==> src/rtl/rpn_calc_pkg.sv <==
// ============================================================================
//  Module      : rpn_calc_pkg
//  Description : Shared types and defaults for the RPN calculation engine.
//                Operator codes as carried in the low 3 bits of tok_value,
//                FSM state encoding, and default datapath/stack sizes.
//  Revision    : 1.0 - initial release
// ============================================================================
`default_nettype none

package rpn_calc_pkg;

  // Operator codes carried in tok_value[2:0] on an operator token.
  typedef enum logic [2:0] {
    OP_NOP = 3'd0,
    OP_ADD = 3'd1,
    OP_SUB = 3'd2,
    OP_MUL = 3'd3,
    OP_DIV = 3'd4,
    OP_MOD = 3'd5
  } op_e;

  // Engine FSM encoding.
  typedef enum logic [1:0] {
    IDLE = 2'd0,
    EXEC = 2'd1,
    DIV  = 2'd2,
    WB   = 2'd3
  } state_e;

  localparam int DEF_DATA_W      = 8;
  localparam int DEF_STACK_DEPTH = 4;

endpackage : rpn_calc_pkg

`default_nettype wire

==> src/rtl/calc_divider.sv <==
// ============================================================================
//  Module      : calc_divider
//  Description : Restoring shift-subtract divider, one quotient bit per cycle.
//                The start cycle already performs the first iteration on the
//                live operands, so done_o pulses DATA_W-1 cycles after start.
//  Ports       : clk, rst (async, active-high)
//                start_i      - one-cycle strobe, samples dividend/divisor
//                dividend_i   - numerator
//                divisor_i    - denominator (caller guarantees non-zero)
//                done_o       - one-cycle pulse, results valid
//                quotient_o   - dividend / divisor
//                remainder_o  - dividend % divisor
//  Revision    : 1.0 - initial release
// ============================================================================
`default_nettype none

module calc_divider #(
  parameter int DATA_W = 8
) (
  input  logic              clk,
  input  logic              rst,
  input  logic              start_i,
  input  logic [DATA_W-1:0] dividend_i,
  input  logic [DATA_W-1:0] divisor_i,
  output logic              done_o,
  output logic [DATA_W-1:0] quotient_o,
  output logic [DATA_W-1:0] remainder_o
);

  localparam int CNT_W = $clog2(DATA_W + 1);

  logic [DATA_W-1:0] rem_q, quo_q, dvs_q;
  logic [CNT_W-1:0]  cnt_q;
  logic              run_q, done_q;

  logic [DATA_W-1:0] w_rem_in, w_quo_in, w_dvs;
  logic [DATA_W:0]   w_sh, w_diff;
  logic [DATA_W-1:0] w_rem_nx, w_quo_nx;

  // On the start cycle the iteration runs on the fresh operands, not on the
  // stale registers, which saves one cycle of latency.
  always_comb begin
    w_rem_in = start_i ? '0         : rem_q;
    w_quo_in = start_i ? dividend_i : quo_q;
    w_dvs    = start_i ? divisor_i  : dvs_q;
    w_sh     = {w_rem_in, w_quo_in[DATA_W-1]};
    w_diff   = w_sh - {1'b0, w_dvs};
    // Remainder stays below the divisor, so the shifted value fits in
    // DATA_W bits whenever the trial subtraction goes negative.
    w_rem_nx = w_diff[DATA_W] ? w_sh[DATA_W-1:0] : w_diff[DATA_W-1:0];
    w_quo_nx = {w_quo_in[DATA_W-2:0], ~w_diff[DATA_W]};
  end

  always_ff @(posedge clk or posedge rst) begin
    if (rst) begin
      rem_q  <= '0;
      quo_q  <= '0;
      dvs_q  <= '0;
      cnt_q  <= '0;
      run_q  <= 1'b0;
      done_q <= 1'b0;
    end else begin
      done_q <= 1'b0;
      if (start_i) begin
        rem_q <= w_rem_nx;
        quo_q <= w_quo_nx;
        dvs_q <= divisor_i;
        cnt_q <= CNT_W'(1);
        run_q <= 1'b1;
      end else if (run_q) begin
        rem_q <= w_rem_nx;
        quo_q <= w_quo_nx;
        cnt_q <= cnt_q + CNT_W'(1);
        if (cnt_q == CNT_W'(DATA_W - 1)) begin
          run_q  <= 1'b0;
          done_q <= 1'b1;
        end
      end
    end
  end

  assign done_o      = done_q;
  assign quotient_o  = quo_q;
  assign remainder_o = rem_q;

endmodule : calc_divider

`default_nettype wire

==> src/rtl/rpn_calc_engine.sv <==
// ============================================================================
//  Module      : rpn_calc_engine
//  Description : Reverse-Polish calculation engine with an operand stack.
//                Number tokens load the entry register, enter pushes it,
//                operator tokens pop two operands (a = below top, b = top)
//                and push the result. DIV/MOD use the multi-cycle divider.
//  Config      : RPN_CALC_SATURATE_EN - when defined, ADD/MUL overflow
//                saturates to all-ones and SUB with a<b clamps to 0.
//  Ports       : clk, rst (async, active-high)
//                tok_valid/tok_is_op/tok_value - token input
//                enter   - push entry register
//                busy    - executing, inputs ignored
//                a, b    - stack entry below top / stack top
//                op      - last accepted operator
//                result, sign, overflow - last computed result
//                err     - sticky error, cleared by next accepted token
//                depth   - stack occupancy
//  Revision    : 1.0 - initial release
// ============================================================================
`default_nettype none

module rpn_calc_engine
  import rpn_calc_pkg::*;
#(
  parameter int DATA_W      = DEF_DATA_W,
  parameter int STACK_DEPTH = DEF_STACK_DEPTH
) (
  input  logic                               clk,
  input  logic                               rst,
  input  logic                               tok_valid,
  input  logic                               tok_is_op,
  input  logic [DATA_W-1:0]                  tok_value,
  input  logic                               enter,
  output logic                               busy,
  output logic [DATA_W-1:0]                  a,
  output logic [DATA_W-1:0]                  b,
  output logic [2:0]                         op,
  output logic [DATA_W-1:0]                  result,
  output logic                               sign,
  output logic                               overflow,
  output logic                               err,
  output logic [$clog2(STACK_DEPTH+1)-1:0]   depth
);

  localparam int DEPTH_W = $clog2(STACK_DEPTH + 1);

  localparam logic [1:0] S_IDLE = IDLE;
  localparam logic [1:0] S_EXEC = EXEC;
  localparam logic [1:0] S_DIV  = DIV;
  localparam logic [1:0] S_WB   = WB;

  logic [DATA_W-1:0]  stack_q [STACK_DEPTH];
  logic [DATA_W-1:0]  stack_d [STACK_DEPTH];
  logic [DATA_W-1:0]  entry_q, entry_d;
  logic [DATA_W-1:0]  a_q, a_d, b_q, b_d;
  logic [DATA_W-1:0]  result_q, result_d;
  logic [2:0]         op_q, op_d;
  logic               sign_q, sign_d, ovf_q, ovf_d, err_q, err_d, busy_q, busy_d;
  logic [DEPTH_W-1:0] depth_q, depth_d;
  logic [1:0]         state_q, state_d;

  logic               w_div_start, w_div_done;
  logic [DATA_W-1:0]  w_quot, w_rem;

  logic [2:0]          w_tok_op;
  logic [DATA_W:0]     w_sum;
  logic [2*DATA_W-1:0] w_prod;
  logic                w_a_lt_b;
  logic [DATA_W-1:0]   w_absdiff;

  assign w_tok_op  = tok_value[2:0];
  // a_q/b_q mirror the two top stack entries, so they are the live operands.
  assign w_sum     = {1'b0, a_q} + {1'b0, b_q};
  assign w_prod    = {{DATA_W{1'b0}}, a_q} * {{DATA_W{1'b0}}, b_q};
  assign w_a_lt_b  = (a_q < b_q);
  assign w_absdiff = w_a_lt_b ? (b_q - a_q) : (a_q - b_q);

  calc_divider #(
    .DATA_W (DATA_W)
  ) u_div (
    .clk         (clk),
    .rst         (rst),
    .start_i     (w_div_start),
    .dividend_i  (a_q),
    .divisor_i   (b_q),
    .done_o      (w_div_done),
    .quotient_o  (w_quot),
    .remainder_o (w_rem)
  );

  always_comb begin
    stack_d     = stack_q;
    depth_d     = depth_q;
    entry_d     = entry_q;
    op_d        = op_q;
    result_d    = result_q;
    sign_d      = sign_q;
    ovf_d       = ovf_q;
    err_d       = err_q;
    busy_d      = busy_q;
    state_d     = state_q;
    w_div_start = 1'b0;

    case (state_q)
      S_IDLE: begin
        // A token in the same cycle as enter takes priority.
        if (tok_valid) begin
          err_d = 1'b0;
          if (!tok_is_op) begin
            entry_d = tok_value;
          end else begin
            case (w_tok_op)
              OP_NOP: ;
              OP_ADD, OP_SUB, OP_MUL, OP_DIV, OP_MOD: begin
                if (depth_q >= DEPTH_W'(2)) begin
                  op_d    = w_tok_op;
                  busy_d  = 1'b1;
                  state_d = S_EXEC;
                end else begin
                  err_d = 1'b1;
                end
              end
              default: err_d = 1'b1;
            endcase
          end
        end else if (enter) begin
          if (depth_q < DEPTH_W'(STACK_DEPTH)) begin
            for (int i = 0; i < STACK_DEPTH; i++) begin
              if (i == int'(depth_q)) stack_d[i] = entry_q;
            end
            depth_d = depth_q + DEPTH_W'(1);
          end else begin
            err_d = 1'b1;
          end
        end
      end

      S_EXEC: begin
        state_d = S_WB;
        sign_d  = 1'b0;
        ovf_d   = 1'b0;
        case (op_q)
          OP_ADD: begin
            ovf_d    = w_sum[DATA_W];
            result_d = w_sum[DATA_W-1:0];
`ifdef RPN_CALC_SATURATE_EN
            if (w_sum[DATA_W]) result_d = '1;
`endif
          end
          OP_SUB: begin
`ifdef RPN_CALC_SATURATE_EN
            result_d = w_a_lt_b ? '0 : w_absdiff;
`else
            result_d = w_absdiff;
            sign_d   = w_a_lt_b;
`endif
          end
          OP_MUL: begin
            ovf_d    = |w_prod[2*DATA_W-1:DATA_W];
            result_d = w_prod[DATA_W-1:0];
`ifdef RPN_CALC_SATURATE_EN
            if (|w_prod[2*DATA_W-1:DATA_W]) result_d = '1;
`endif
          end
          OP_DIV, OP_MOD: begin
            if (b_q == '0) begin
              // Divide by zero aborts without touching the stack.
              err_d    = 1'b1;
              result_d = '1;
              ovf_d    = 1'b1;
              busy_d   = 1'b0;
              state_d  = S_IDLE;
            end else begin
              w_div_start = 1'b1;
              state_d     = S_DIV;
            end
          end
          default: begin
            busy_d  = 1'b0;
            state_d = S_IDLE;
          end
        endcase
      end

      S_DIV: begin
        if (w_div_done) begin
          result_d = (op_q == OP_MOD) ? w_rem : w_quot;
          ovf_d    = 1'b0;
          sign_d   = 1'b0;
          state_d  = S_WB;
        end
      end

      S_WB: begin
        // Pop a and b, push result: the result overwrites a's slot.
        for (int i = 0; i < STACK_DEPTH; i++) begin
          if (i == int'(depth_q) - 2) stack_d[i] = result_q;
        end
        depth_d = depth_q - DEPTH_W'(1);
        busy_d  = 1'b0;
        state_d = S_IDLE;
      end

      default: begin
        busy_d  = 1'b0;
        state_d = S_IDLE;
      end
    endcase

    // a/b are registered views of the next stack state.
    a_d = '0;
    b_d = '0;
    for (int i = 0; i < STACK_DEPTH; i++) begin
      if (i == int'(depth_d) - 1) b_d = stack_d[i];
      if (i == int'(depth_d) - 2) a_d = stack_d[i];
    end
  end

  always_ff @(posedge clk or posedge rst) begin
    if (rst) begin
      for (int i = 0; i < STACK_DEPTH; i++) stack_q[i] <= '0;
      depth_q  <= '0;
      entry_q  <= '0;
      a_q      <= '0;
      b_q      <= '0;
      op_q     <= OP_NOP;
      result_q <= '0;
      sign_q   <= 1'b0;
      ovf_q    <= 1'b0;
      err_q    <= 1'b0;
      busy_q   <= 1'b0;
      state_q  <= S_IDLE;
    end else begin
      stack_q  <= stack_d;
      depth_q  <= depth_d;
      entry_q  <= entry_d;
      a_q      <= a_d;
      b_q      <= b_d;
      op_q     <= op_d;
      result_q <= result_d;
      sign_q   <= sign_d;
      ovf_q    <= ovf_d;
      err_q    <= err_d;
      busy_q   <= busy_d;
      state_q  <= state_d;
    end
  end

  assign busy     = busy_q;
  assign a        = a_q;
  assign b        = b_q;
  assign op       = op_q;
  assign result   = result_q;
  assign sign     = sign_q;
  assign overflow = ovf_q;
  assign err      = err_q;
  assign depth    = depth_q;

endmodule : rpn_calc_engine

`default_nettype wire

==> config.mk <==
export PLATFORM = sky130hd
export DESIGN_NAME = rpn_calc_engine
export DESIGN_NICKNAME = d
export VERILOG_FILES = /design/src/rtl/rpn_calc_pkg.sv /design/src/rtl/calc_divider.sv /design/src/rtl/rpn_calc_engine.sv
export SDC_FILE = /design/constraint.sdc
export NUM_CORES = 1
export LEC_CHECK = 0
export BUFFER_PORTS_ARGS = -buffer_cell sky130_fd_sc_hd__clkbuf_2
export CAP_MARGIN = 20
export CORE_ASPECT_RATIO = 0.5
export CORE_MARGIN = 2
export CORE_UTILIZATION = 65
export CTS_BUF_LIST = sky130_fd_sc_hd__clkbuf_16
export DETAILED_ROUTE_END_ITERATION = 6
export HOLD_SLACK_MARGIN = 0.03
export PLACE_DENSITY_LB_ADDON = 0.12
export SLEW_MARGIN = 20
export SYNTH_ARGS = -nofsm -noshare
export SYNTH_HDL_FRONTEND = slang
export SYNTH_SLANG_ARGS = --single-unit
==> constraint.sdc <==
create_clock -name clk -period 9.2 [get_ports clk]
set_input_delay 1.38 -clock clk [delete_from_list [all_inputs] [get_ports clk]]
set_output_delay 1.38 -clock clk [all_outputs]
set_load 0.01 [all_outputs]
==> impl_results.md, run 1 <==
* Status: complete, no violations
* Initial Utilization at 0.6764
* Worst Path Max Fanout at 10
* Synth Register Bits at 106
* Gpl congestion at 0.9930
* Detailed placer's ending HPWL at between 20,000 and 25,000 µm
* CTS tree: done
* Peak Freq at approximately 200 MHz
* Vias in the first global route at 7,737
* PD cells at 87.45 mW/mm²
* GR Overflow Total at 0
* DRC at 0
* Synthesized instance count at 1,047
* CP Data Arrival Time at 5.27 ns
* GRT Total Usage at 0.3710
* DIE HEIGHT at 88.55 µm
* Core Region at 0.01374 mm²
* Number of port buffers at 46
* CP endpoint kind: flip-flop
* Combinational Power Share at 0.018
* First-pass GRT wire length at 43,130 µm
* Top post-synthesis cells by area: dfrtp_1 29%, ha_1 11%, fa_1 8.6%
* Post-synthesis sequential area ratio at 0.2854
* Crit Path Category: flip-flop to flip-flop
* P_leak at 4.638 nW
* Rows at 30
* Layout cells sized above 1 at 0.1029
* Sink Count at ~110
* Non-Filler Instances at 1,261
* TritonCTS buffer count at 9
* Net switching power at 0.0002055 W
* Max Cap Viol at 0
* Synthesized net count at 1,183
* Ys async rst share at 1.000
* Die width at 173.1 µm
* Internal at around 0.00066 W
* Avg WL per Cell at 21.92 µm
* Actual slew at the worst max-slew pin at slightly above 1 ns
* Final setup fails at 0
* Placed Area at 0.009584 mm²
* Vias per inst at roughly 6.5
* Post-route cell area at 0.009879 mm²
* Placed cells at 1,245
* Leading area contributor after synthesis: dfrtp_1
* Antenna cells at 0
* RSZ-0062 raised after global routing: no
* Syn Std Cell Area at a little over 0.009 mm²
* Drt pass-1 iters at 6
* CTS Hold Bufs at 0
* CP required at 9.43 ns
* Synth-to-Final Area Change at 6.315%
* Primary FF master, synth: dfrtp_1
* Routed vias at 8,233
* CTS root buf: clkbuf_16
* Die area at 0.01533 mm²
* Max Clock Skew at 0.01132 ns
* Top cell type's share of synthesized area at 0.2854
* Post-synthesis average cell area at 8.876 µm²
* Peak supply drop at approximately 77 µV
* Routed Antenna Nets at 0
* Skew-Pair Late Insertion Delay at about 0.36 ns
* Setup TNS at 0 ns
* Synth Warn # at 0
* Rel. slew slack at 0.3027
* Period utilisation layout at 0.5477
* Register share of total power at 0.539
* Final Util at 0.7191
* Postcts setup bufs at 0
* Worst min path class: flip-flop to flip-flop
* H-tree depth at 3
* Clock power share at 0.443
* Final slew viol count at 0
* Number of enable-type register cells in the synthesized netlist at 0
* R2r setup slk at 4.16 ns
* First DRT Iteration DRCs at 783
* CTS resizes at 0
* Boundary pin count at between 40 and 50
* Fin nets at 1,200
* Sw frac at 0.2379
* Synth cell types at 81
* Clock-pin slew on the worst setup and hold paths at 0.08 ns
* Post-Route WL at between 20,000 and 30,000 µm
* Initial antenna violation count at 1
* Final Hold Viols at 0
* Longest Clk Path Bufs at 2
* Tmin final at 5.039 ns
* Crit path launch type: flip-flop
* Pin count of the biggest net entering global routing at 70
## metrics by stage
stage,hold WS [ns],power [W],setup slack (ns)
after floorplan,0.4448,0.0004843,4.552
after global placement,0.4736,0.0004906,4.378
after detailed placement,0.4927,0.0004909,4.203
after CTS,0.5005,0.0008672,4.220
after global routing,0.5191,0.0008886,3.979
final,0.4884,0.0008640,4.161
## registers in the layout (all words and copies together), names as in the netlist, 4 cells and up, named ones only
register / count
entry_q: 8
u_div.cnt_q: 4
u_div.quotient_o: 8
u_div.dvs_q: 8
result: 8
stack_q: 32
a: 8
u_div.remainder_o: 8
b: 8
## cells in the final DEF, fill, tap and decap left out, types with 10 or more instances in the layout
cell type / instances
a21oi_1: 59
nor3_1: 15
nor2b_1: 10
xnor2_1: 13
a32oi_1: 15
clkbuf_2: 46
a22oi_1: 30
ha_1: 83
mux2_2: 20
dfrtp_1: 106
inv_1: 110
mux2i_1: 31
nor2_1: 89
nand3_1: 14
and3_1: 10
and2_1: 20
nand2_1: 108
fa_1: 40
o21ai_0: 61
## power by group through the flow
| stage | clock network, W | registers (W) | logic, W |
|---|---|---|---|
| after floorplan | 0 | 0.000475 | 0.00000951 |
| after global placement | 0 | 0.000475 | 0.0000159 |
| after detailed placement | 0 | 0.000475 | 0.0000162 |
| after CTS | 0.000385 | 0.000465 | 0.0000163 |
| after global routing | 0.000405 | 0.000465 | 0.0000181 |
| final | 0.000383 | 0.000465 | 0.0000158 |
## critical path, stage by stage (launching register included)
cell and delay (ns):
dfrtp_1 0.51, ha_1 0.35, fa_1 0.57, inv_1 0.05
fa_1 0.46, fa_1 0.52, fa_1 0.54, inv_1 0.05
ha_1 0.37, o21ai_0 0.22, nand2b_1 0.12, a31oi_4 0.20
mux2i_1 0.10, or4b_1 0.51, nor3_1 0.21, a311oi_1 0.12
## routing by layer
metal | vias up | routed length, µm | track usage | share of wire
met5 | - | 0 | 0 | 0
met4 | 0 | 987 | 0.1341 | 0.036
met3 | 85 | 2727 | 0.09837 | 0.099
met2 | 439 | 11910 | 0.5818 | 0.43
met1 | 4009 | 12020 | 0.5052 | 0.43
li1 | 3700 | - | - | -
## synthesized netlist by cell type, types with 6 or more instances
library cell and count:
inv_1 110, nand2_1 108, dfrtp_1 106, nor2_1 89
ha_1 83, o21ai_0 61, a21oi_1 59, fa_1 40
mux2i_1 31, a22oi_1 30, clkbuf_1 21, and2_1 20
mux2_2 20, a32oi_1 15, buf_2 15, nor3_1 15
nand3_1 14, xnor2_1 13, and3_1 10, nor2b_1 10
a21boi_0 9, xor2_1 9, a21o_1 8, a31oi_1 8
nand2b_1 8, a211oi_1 7, a221o_1 7, o21a_1 7
o21ai_1 7, o31ai_1 7, o22ai_1 6
## cells by family after synthesis
logic type / Yosys count / share of synthesized area
AOI/OAI and AO/OA: 273 / 0.1989
xor gates and xnor gates: 23 / 0.02249
adders and majority gates: 123 / 0.1979
buffers and inverters: 155 / 0.06853
DFF: 106 / 0.2854
muxes: 52 / 0.05911
and+or+nand+nor: 315 / 0.1676
## final cells by class
| class | count | area [µm²] |
|---|---|---|
| Clock buffer | 9 | 225.2 |
| Multi-Input combinational cell | 786 | 6013 |
| Sequential cell | 106 | 2653 |
| Inverter | 111 | 421.7 |
| Fill cell | 1077 | 3859 |
| Tap cell | 192 | 240.2 |
| Timing Repair Buffer | 50 | 260.3 |
| Clock inverter | 7 | 66.31 |
## final timing paths
| check | startpoint | end | depth (start not counted) |
|---|---|---|---|
| max | b[4] | overflow | 15 |
| min | u_div.cnt_q[3] | u_div.done_o | 1 |
| max reg2reg | b[4] | overflow | 15 |
| min reg2reg | u_div.cnt_q[3] | u_div.done_o | 1 |
| max in group asynchronous | rst | stack_q[18] | 3 |
| min in group asynchronous | rst | entry_q[4] | 2 |
No activity file was read; power rests on OpenSTA's default activity.
==> run 2: changes to the inputs <==
ABC_AREA = 1   (was unset)
CORE_UTILIZATION = 63   (was 65)
clock period = 5.2 ns   (was 9.2 ns; I/O delays follow)
==> run 2 against run 1 <==
Compared with the run above:
- clock-buffer cell count unchanged
- critical endpoint unchanged
- worst hold slack improved by 0.0078 ns
- register-to-register slack got worse by 3.6 ns
- fmax increased by 8.3%
- largest power group is now combinational cells
- combinational power increased to 190 times the previous value
- via count increased by 9.5%
- synthesized area increased by 4.4%
==> impl_results.md, run 2 <==
* CP Data Arrival Time at 4.90 ns (-0.37 ns)
* Initial antenna violation count at 3 (+2)
* PD cells at 488.8 mW/mm² (+460%)
* Routed vias at 9,017 (+9.5%)
* Final setup fails at 0 (unchanged)
* Die area at 0.01647 mm² (+7.4%)
* Post-route cell area at 0.01032 mm² (+4.5%)
* Power, Total at 0.005046 W (+480%)
* DRC at 0 (unchanged)
* Worst r2r src: b[6]
* Vias in the first global route at 8,767 (+13%)
* Synth cell types at 53 (-35%)
* R2R Path End: overflow
* Max Cap Viol at 0 (unchanged)
* Net switching power at 0.002640 W (+1200%)
* First DRT Iteration DRCs at 781 (-0.26%)
* Final Hold Viols at 0 (unchanged)
* Post-synthesis sequential area ratio at 0.2734 (-0.01200)
* Fillers at 1,251 (+16%)
* Post-synthesis average cell area at 7.261 µm² (-18%)
* Top-count cell post-synth: nand2_1
* TritonCTS buffer count at 9 (unchanged)
* Number of port buffers at 46 (unchanged)
* Adder-Cell Fraction of Synth Area at 0.1896 (-0.008322)
* Number of enable-type register cells in the synthesized netlist at 0 (unchanged)
* Synth-to-Final Area Change at 6.424%
* Peak supply drop at 698.0 µV (+810%)
* Final slew viol count at 0 (unchanged)
* Seq. cell area at 0.002653 mm² (unchanged)
* Synthesized net count at 1,472 (+24%)
* Max FFs per register at 32 (unchanged)
* Placed cells at 1,546 (+24%)
* CP required at 5.45 ns (-3.98 ns)
* Pin count of the biggest net entering global routing at 71 (+1.4%)
* Sw frac at 0.5231 (+0.2852)
* Gpl congestion at 1.005 (+1.2%)
* Drt pass-1 iters at 5 (-1)
* Internal at 0.002407 W (+270%)
* Synthesized instance count at 1,336 (+28%)
* CP endpoint kind: flip-flop
* Period utilisation layout at 0.8950 (+0.3473)
* R2r setup slk at 0.55 ns (-3.61 ns)
* Rows at 31 (+3.3%)
* Register share of total power at 0.260 (-0.279)
* Sink Count at 106 (unchanged)
* Top cell type's share of synthesized area at 0.2734 (-0.01200)
* First-pass GRT wire length at 45,380 µm (+5.2%)
* Non-Filler Instances at 1,562 (+24%)
* Syn Std Cell Area at 0.009701 mm² (+4.4%)
* Combinational Power Share at 0.600 (+0.582)
* Tmin final at 4.654 ns (-0.3850 ns)
* P_leak at 5.828 nW (+26%)
* XOR/XNOR share of the synthesized area at 0.01806 (-0.004428)
* Placed Area at 0.01002 mm² (+4.5%)
* Avg WL per Cell at 17.91 µm (-18%)
* DIE HEIGHT at 91.75 µm (+3.6%)
* Worst min path class: flip-flop to flip-flop
* CTS root buf: clkbuf_16
* GR Overflow Total at 0 (unchanged)
* Synth Warn # at 0 (unchanged)
* Worst Path Max Fanout at 13 (+3)
* Antenna cells at 0 (unchanged)
* Crit path launch type: flip-flop
* CTS tree: done
* Critical hold path startpoint: overflow
* Worst Hold Path EP: overflow
* Longest Clk Path Bufs at 2 (unchanged)
* Clock-pin slew on the worst setup and hold paths at 0.07 ns (about the same)
* Postcts setup bufs at 0 (unchanged)
* Status: complete, no violations
* Final Util at 0.7004 (-0.01870)
* Skew-Pair Late Insertion Delay at 0.36 ns (about the same)
* Most frequent cells in the layout: 376 x nand2_1, 245 x inv_1, 106 x dfrtp_1
* Ys async rst share at 1.000 (unchanged)
* Clock power share at 0.140 (-0.303)
* Synth Area in Simple Gates at 0.2639 (+0.09627)
* Initial Utilization at 0.6581 (-0.01826)
* Commonest non-fill, non-tap cell in the layout: nand2_1
* H-tree depth at 3 (unchanged)
* GRT Total Usage at 0.3475 (-0.02343)
* Boundary pin count at 47 (unchanged)
* CTS Hold Bufs at 0 (unchanged)
* Hold Path Depth at 2 (+1)
* Core Region at 0.01474 mm² (+7.3%)
* Leading area contributor after synthesis: dfrtp_1
* Rel. slew slack at 0.4092 (+0.1065)
* Detailed placer's ending HPWL at 21,040 µm (-1.3%)
* R2R depth at 22 (+7)
* Crit Path Category: flip-flop to flip-flop
* Area occupied by multi-input gates at 0.005892 mm² (-2.0%)
* Routed Antenna Nets at 0 (unchanged)
* Fin nets at 1,495 (+25%)
* Peak Freq at 214.9 MHz (+8.3%)
* Die width at 179.5 µm (+3.7%)
* RSZ-0062 raised after global routing: no
* Multiplexer share of the synthesized area at 0.005804 (-0.05330)
* Max Clock Skew at 0.009939 ns (-0.001376 ns)
* Compound-gate portion of the synthesized area at 0.1300 (-0.06885)
* Biggest register: stack_q
* Top post-synthesis cells by area: dfrtp_1 27%, nand2_1 15%, ha_1 11%
* Primary FF master, synth: dfrtp_1
* CTS resizes at 0 (unchanged)
* Layout cells sized above 1 at 0.08578 (-0.01712)
* Vias per inst at 5.773 (-12%)
* Largest family of logic cells by synthesized area: simple AND/OR/NAND/NOR gates
* Post-Route WL at 27,970 µm (+1.2%)
* Actual slew at the worst max-slew pin at 0.8861 ns (-0.1334 ns)
* Synth Register Bits at 106 (unchanged)
* Setup TNS at 0 ns (unchanged)
* List of most frequent post-synthesis cells: 376 x nand2_1, 246 x inv_1, 106 x dfrtp_1, 86 x nor2_1, 83 x ha_1
==> run 2: changes by cell type in the layout (fill, tap and decap cells not counted), sizes merged, moves of 13 or more <==
cell and delta:
nand2 +279, inv +140, nand3 +44, mux2i -32, o22ai +26, nand4 +22
a22oi -20, and2 -20, mux2 -15, a32oi -14, a22o +13
==> run 2: power groups by stage <==
stage / Combinational, W / Clock [W] / Sequential (W)
5_1_grt: 0.00334 / 0.000736 / 0.00134
3_5_place_dp: 0.00292 / 0 / 0.00131
4_1_cts: 0.00295 / 0.000707 / 0.00130
2_1_floorplan: 0.00224 / 0 / 0.00125
6_report: 0.00303 / 0.000706 / 0.00131
3_3_place_gp: 0.00285 / 0 / 0.00130
==> run 2: final cells by class <==
type | count | area share
clock buffers | 9 | 0.02182
multi-input cells | 936 | 0.5707
inverters | 255 | 0.09296
clock inverters | 7 | 0.007635
repair buffers | 51 | 0.02594
flip-flops and latches | 106 | 0.2569
well taps | 198 | 0.02400
==> run 2: worst max-delay path by stage <==
stage / from / to / cells past startpoint
final: b[6] / overflow / 22
after global routing: b[3] / overflow / 23
after CTS: b[6] / overflow / 21
after detailed placement: a[3] / overflow / 22
after global placement: b[4] / overflow / 19
after floorplan: a[1] / overflow / 22
==> run 2: cell families after synthesis <==
family / count (synthesis)
AOI/OAI and AO/OA: 204
xor gates and xnor gates: 20
adders and majority gates: 123
buffers and inverters: 294
DFF: 106
muxes: 5
and+or+nand+nor: 584
==> run 2: metrics by stage <==
step                hold WS (ns)  worst slack, ns
floorplan                 0.4534           0.8960
global placement          0.4748           0.5897
detailed placement        0.4784           0.5766
CTS                       0.4949           0.5560
global route              0.5330           0.1824
finish                    0.4963           0.5459
==> run 2: worst max-delay path, stage by stage (launching register included) <==
cell and delay [ns]:
dfrtp_1 0.65, nand2_1 0.14, fa_1 0.52, fa_1 0.56
inv_1 0.06, fa_1 0.53, inv_1 0.05, fa_1 0.52
inv_1 0.04, ha_1 0.35, nand2_1 0.12, nor2_1 0.16
nand2_1 0.09, nand2_1 0.08, nand2_1 0.05, nand2_1 0.06
nand2_1 0.06, nor2_1 0.08, nand3_1 0.16, nand2_1 0.10
nand2_1 0.06, nand2_1 0.05, nand2_1 0.04
==> run 2: per-layer routing <==
| layer | track usage | vias up | share of wire | wire length (µm) |
|---|---|---|---|---|
| li1 | - | 4278 | - | - |
| met1 | 0.4642 | 4186 | 0.40 | 11310 |
| met2 | 0.5495 | 462 | 0.45 | 12610 |
| met3 | 0.09253 | 87 | 0.11 | 3068 |
| met4 | 0.1233 | 4 | 0.034 | 957 |
| met5 | 0 | - | 0.00097 | 27 |
==> run 3: changes to the inputs <==
CELL_PAD_IN_SITES_DETAIL_PLACEMENT = 0   (was unset)
CELL_PAD_IN_SITES_GLOBAL_PLACEMENT = 2   (was unset)
CORE_UTILIZATION = 37   (was 63)
RECOVER_POWER = 50   (was unset)
==> run 3 against run 2 <==
Compared with the run above:
- clock power up 3.1%
- the flow now finishes with violations (capacitance limit, slew limit)
- setup slack got worse by 0.047 ns
- highest routed layer is now met4
- total power is 0.44% higher
==> impl_results.md, run 3 (synthesis results as in run 2) <==
* Status: finished, violations left
* Failing checks: capacitance limit, slew limit
* Internal at 0.002403 W (-0.13%)
* Routed vias at 8,718 (-3.3%)
* Sw frac at 0.5258 (+0.002684)
* CTS Hold Bufs at 0 (unchanged)
* Worst Path Max Fanout at 12 (-1)
* Clock power share at 0.144 (+0.004)
* GRT Total Usage at 0.2296 (-0.1180)
* R2r setup slk at 0.50 ns (-0.05 ns)
* DIE HEIGHT at 118.5 µm (+29%)
* Fin nets at 1,505 (+0.67%)
* TritonCTS buffer count at 9 (unchanged)
* Family with the most delay on the worst path: adder cells
* Most used cell, CP: nand2_1
* Max FFs per register at 32 (unchanged)
* H-tree depth at 3 (unchanged)
* Biggest register: stack_q
* Combinational Power Share at 0.595 (-0.005)
* Worst r2r src: b[7]
* Initial Utilization at 0.3805 (-0.2777)
* Final Hold Viols at 0 (unchanged)
* Skew-Pair Late Insertion Delay at 0.36 ns (about the same)
* Pin count of the biggest net entering global routing at 66 (-7.0%)
* Worst min path class: flip-flop to flip-flop
* Dpl ws at 0.4750 ns (-0.1016 ns)
* CP Data Arrival Time at 4.96 ns (+0.06 ns)
* CP cell instances: nand2_1 > fa_1 > fa_1 > inv_1 > fa_1 > inv_1 > fa_1 > inv_1 > ha_1 > nand2_1 > inv_1 > a21oi_1 > nand3b_1 > nand2_1 > nand2_1 > nor2_1 > nand3_1 > nand2_1 > nand2_1 > nand2_1 > nand2_1
* Post-Route WL at 30,950 µm (+11%)
* Avg WL per Cell at 18.00 µm (+0.53%)
* PD cells at 480.0 mW/mm² (-1.8%)
* Commonest non-fill, non-tap cell in the layout: nand2_1
* Hold Path Depth at 2 (unchanged)
* CTS root buf: clkbuf_16
* P_leak at 5.823 nW (about the same)
* Longest Clk Path Bufs at 2 (unchanged)
* Final setup fails at 0 (unchanged)
* Sink Count at 106 (unchanged)
* DRC at 0 (unchanged)
* R2R Path End: overflow
* Fillers at 2,706 (+120%)
* Boundary pin count at 47 (unchanged)
* Met2 usage at 0.3672 (-0.1823)
* Met1 usage at 0.3228 (-0.1414)
* GRT busiest layer: met2
* Postcts setup bufs at 0 (unchanged)
* RSZ-0062 raised after global routing: no
* Peak supply drop at 380.2 µV (-46%)
* First-pass GRT wire length at 48,310 µm (+6.5%)
* Initial antenna violation count at 0 (-3)
* GR Overflow Total at 0 (unchanged)
* CP required at 5.46 ns (about the same)
* Setup TNS at 0 ns (unchanged)
* Crit path largest cell delay at 0.65 ns (about the same)
* Die width at 233.0 µm (+30%)
* R2R depth at 21 (-4.5%)
* Crit Path Category: flip-flop to flip-flop
* Routed Antenna Nets at 0 (unchanged)
* CP max stage cell: dfrtp_1
* Most frequent cells in the layout: 376 x nand2_1, 245 x inv_1, 106 x dfrtp_1
* Final slew viol count at 66 (+66)
* Detailed placer's ending HPWL at 24,290 µm (+15%)
* Tmin final at 4.701 ns (+0.04654 ns)
* Synth-to-Final Area Change at 8.861%
* Clock-pin slew on the worst setup and hold paths at 0.08 ns (about the same)
* Critical hold path startpoint: sign
* Worst Hold Path EP: sign
* Fin Hold WS at 0.4886 ns (-0.007692 ns)
* Worst Slack Setup Final at 0.4994 ns (-0.04654 ns)
* Max Cap Viol at 1 (+1)
* Rows at 41 (+32%)
* CP endpoint kind: flip-flop
* Core Region at 0.02550 mm² (+73%)
* Crit path launch type: flip-flop
* Register share of total power at 0.262 (+0.002)
* Actual slew at the worst max-slew pin at 2.968 ns (+2.082 ns)
* First DRT Iteration DRCs at 589 (-25%)
* Vias per inst at 5.072 (-12%)
* Layout cells sized above 1 at 0.07933 (-0.006447)
* CTS resizes at 0 (unchanged)
* CTS tree: done
* Peak Freq at 212.7 MHz (-0.99%)
* Number of port buffers at 46 (unchanged)
* GRT met3 Usage at 0.03789 (-0.05465)
* Die area at 0.02761 mm² (+68%)
* Drt pass-1 iters at 7 (+2)
* Vias in the first global route at 8,564 (-2.3%)
* Gpl congestion at 0.8810 (-12%)
* Bufs and invs on worst path at 4 (+1)
* Rel. slew slack at -0.9895 (-1.399)
* Period utilisation layout at 0.9040 (+0.008951)
* Max Clock Skew at 0.009173 ns (-0.0007660 ns)
* Net switching power at 0.002665 W (+0.95%)
==> run 3: cell count changes in the layout (fill, tap and decap cells not counted), moves of 4 or more <==
cell,delta
buf_4,+9
clkbuf_2,-18
clkbuf_1,+19
inv_6,+4
==> run 3: cell type report <==
type | instances | area, µm² | area share
Antenna cell | 1 | 2.502 | 0.0002370
Multi-Input combinational cell | 936 | 5892 | 0.5579
Clock inverter | 7 | 82.58 | 0.007820
Tap cell | 344 | 430.4 | 0.04076
Clock buffer | 9 | 225.2 | 0.02133
Timing Repair Buffer | 61 | 316.6 | 0.02998
Sequential cell | 106 | 2653 | 0.2512
Inverter | 255 | 958.4 | 0.09076
==> run 3: how the worst max path moves through the flow <==
stage	start	end	slack [ns]	depth (start not counted)
4_1_cts	b[7]	overflow	0.47	21
3_3_place_gp	b[7]	overflow	0.54	22
6_report	b[7]	overflow	0.50	21
2_1_floorplan	a[1]	overflow	0.90	22
3_5_place_dp	b[7]	overflow	0.47	21
5_1_grt	b[7]	overflow	0.17	22
==> run 3: power groups by stage <==
stage          Combinational [W]  Sequential (W)  Clock [W]
2_1_floorplan            0.00224         0.00125          0
3_3_place_gp             0.00301         0.00133          0
3_5_place_dp             0.00301         0.00133          0
4_1_cts                  0.00302         0.00132   0.000743
5_1_grt                  0.00338         0.00136   0.000773
6_report                 0.00301         0.00133   0.000728
==> run 3: metal layers <==
layer | part of all wire | vias to the layer above
li1 | - | 4304
met1 | 0.48 | 4180
met2 | 0.46 | 197
met3 | 0.044 | 37
met4 | 0.018 | 0
met5 | 0 | -
==> run 3: worst register-to-register path: cells and delay by family (launching register included) <==
family,cells,cell delay [ns]
adder cells (fa/ha/maj),5,2.47
AND/OR/NAND/NOR,11,1.08
flip-flops,1,0.65
buffers and inverters,4,0.21
AO/OA/AOI/OAI,1,0.19
==> run 3: through the flow <==
stage | cell area (µm²) | power (W) | utilization | instances
after CTS | 10590 | 0.005087 | 0.4152 | 1718
after floorplan | 9701 | 0.003488 | - | 1336
after detailed placement | 10280 | 0.004341 | 0.4031 | 1702
after global routing | 10560 | 0.005508 | 0.4141 | 1718
after global placement | 10280 | 0.004337 | 0.4031 | 1702
final | 10560 | 0.005068 | 0.4142 | 1719
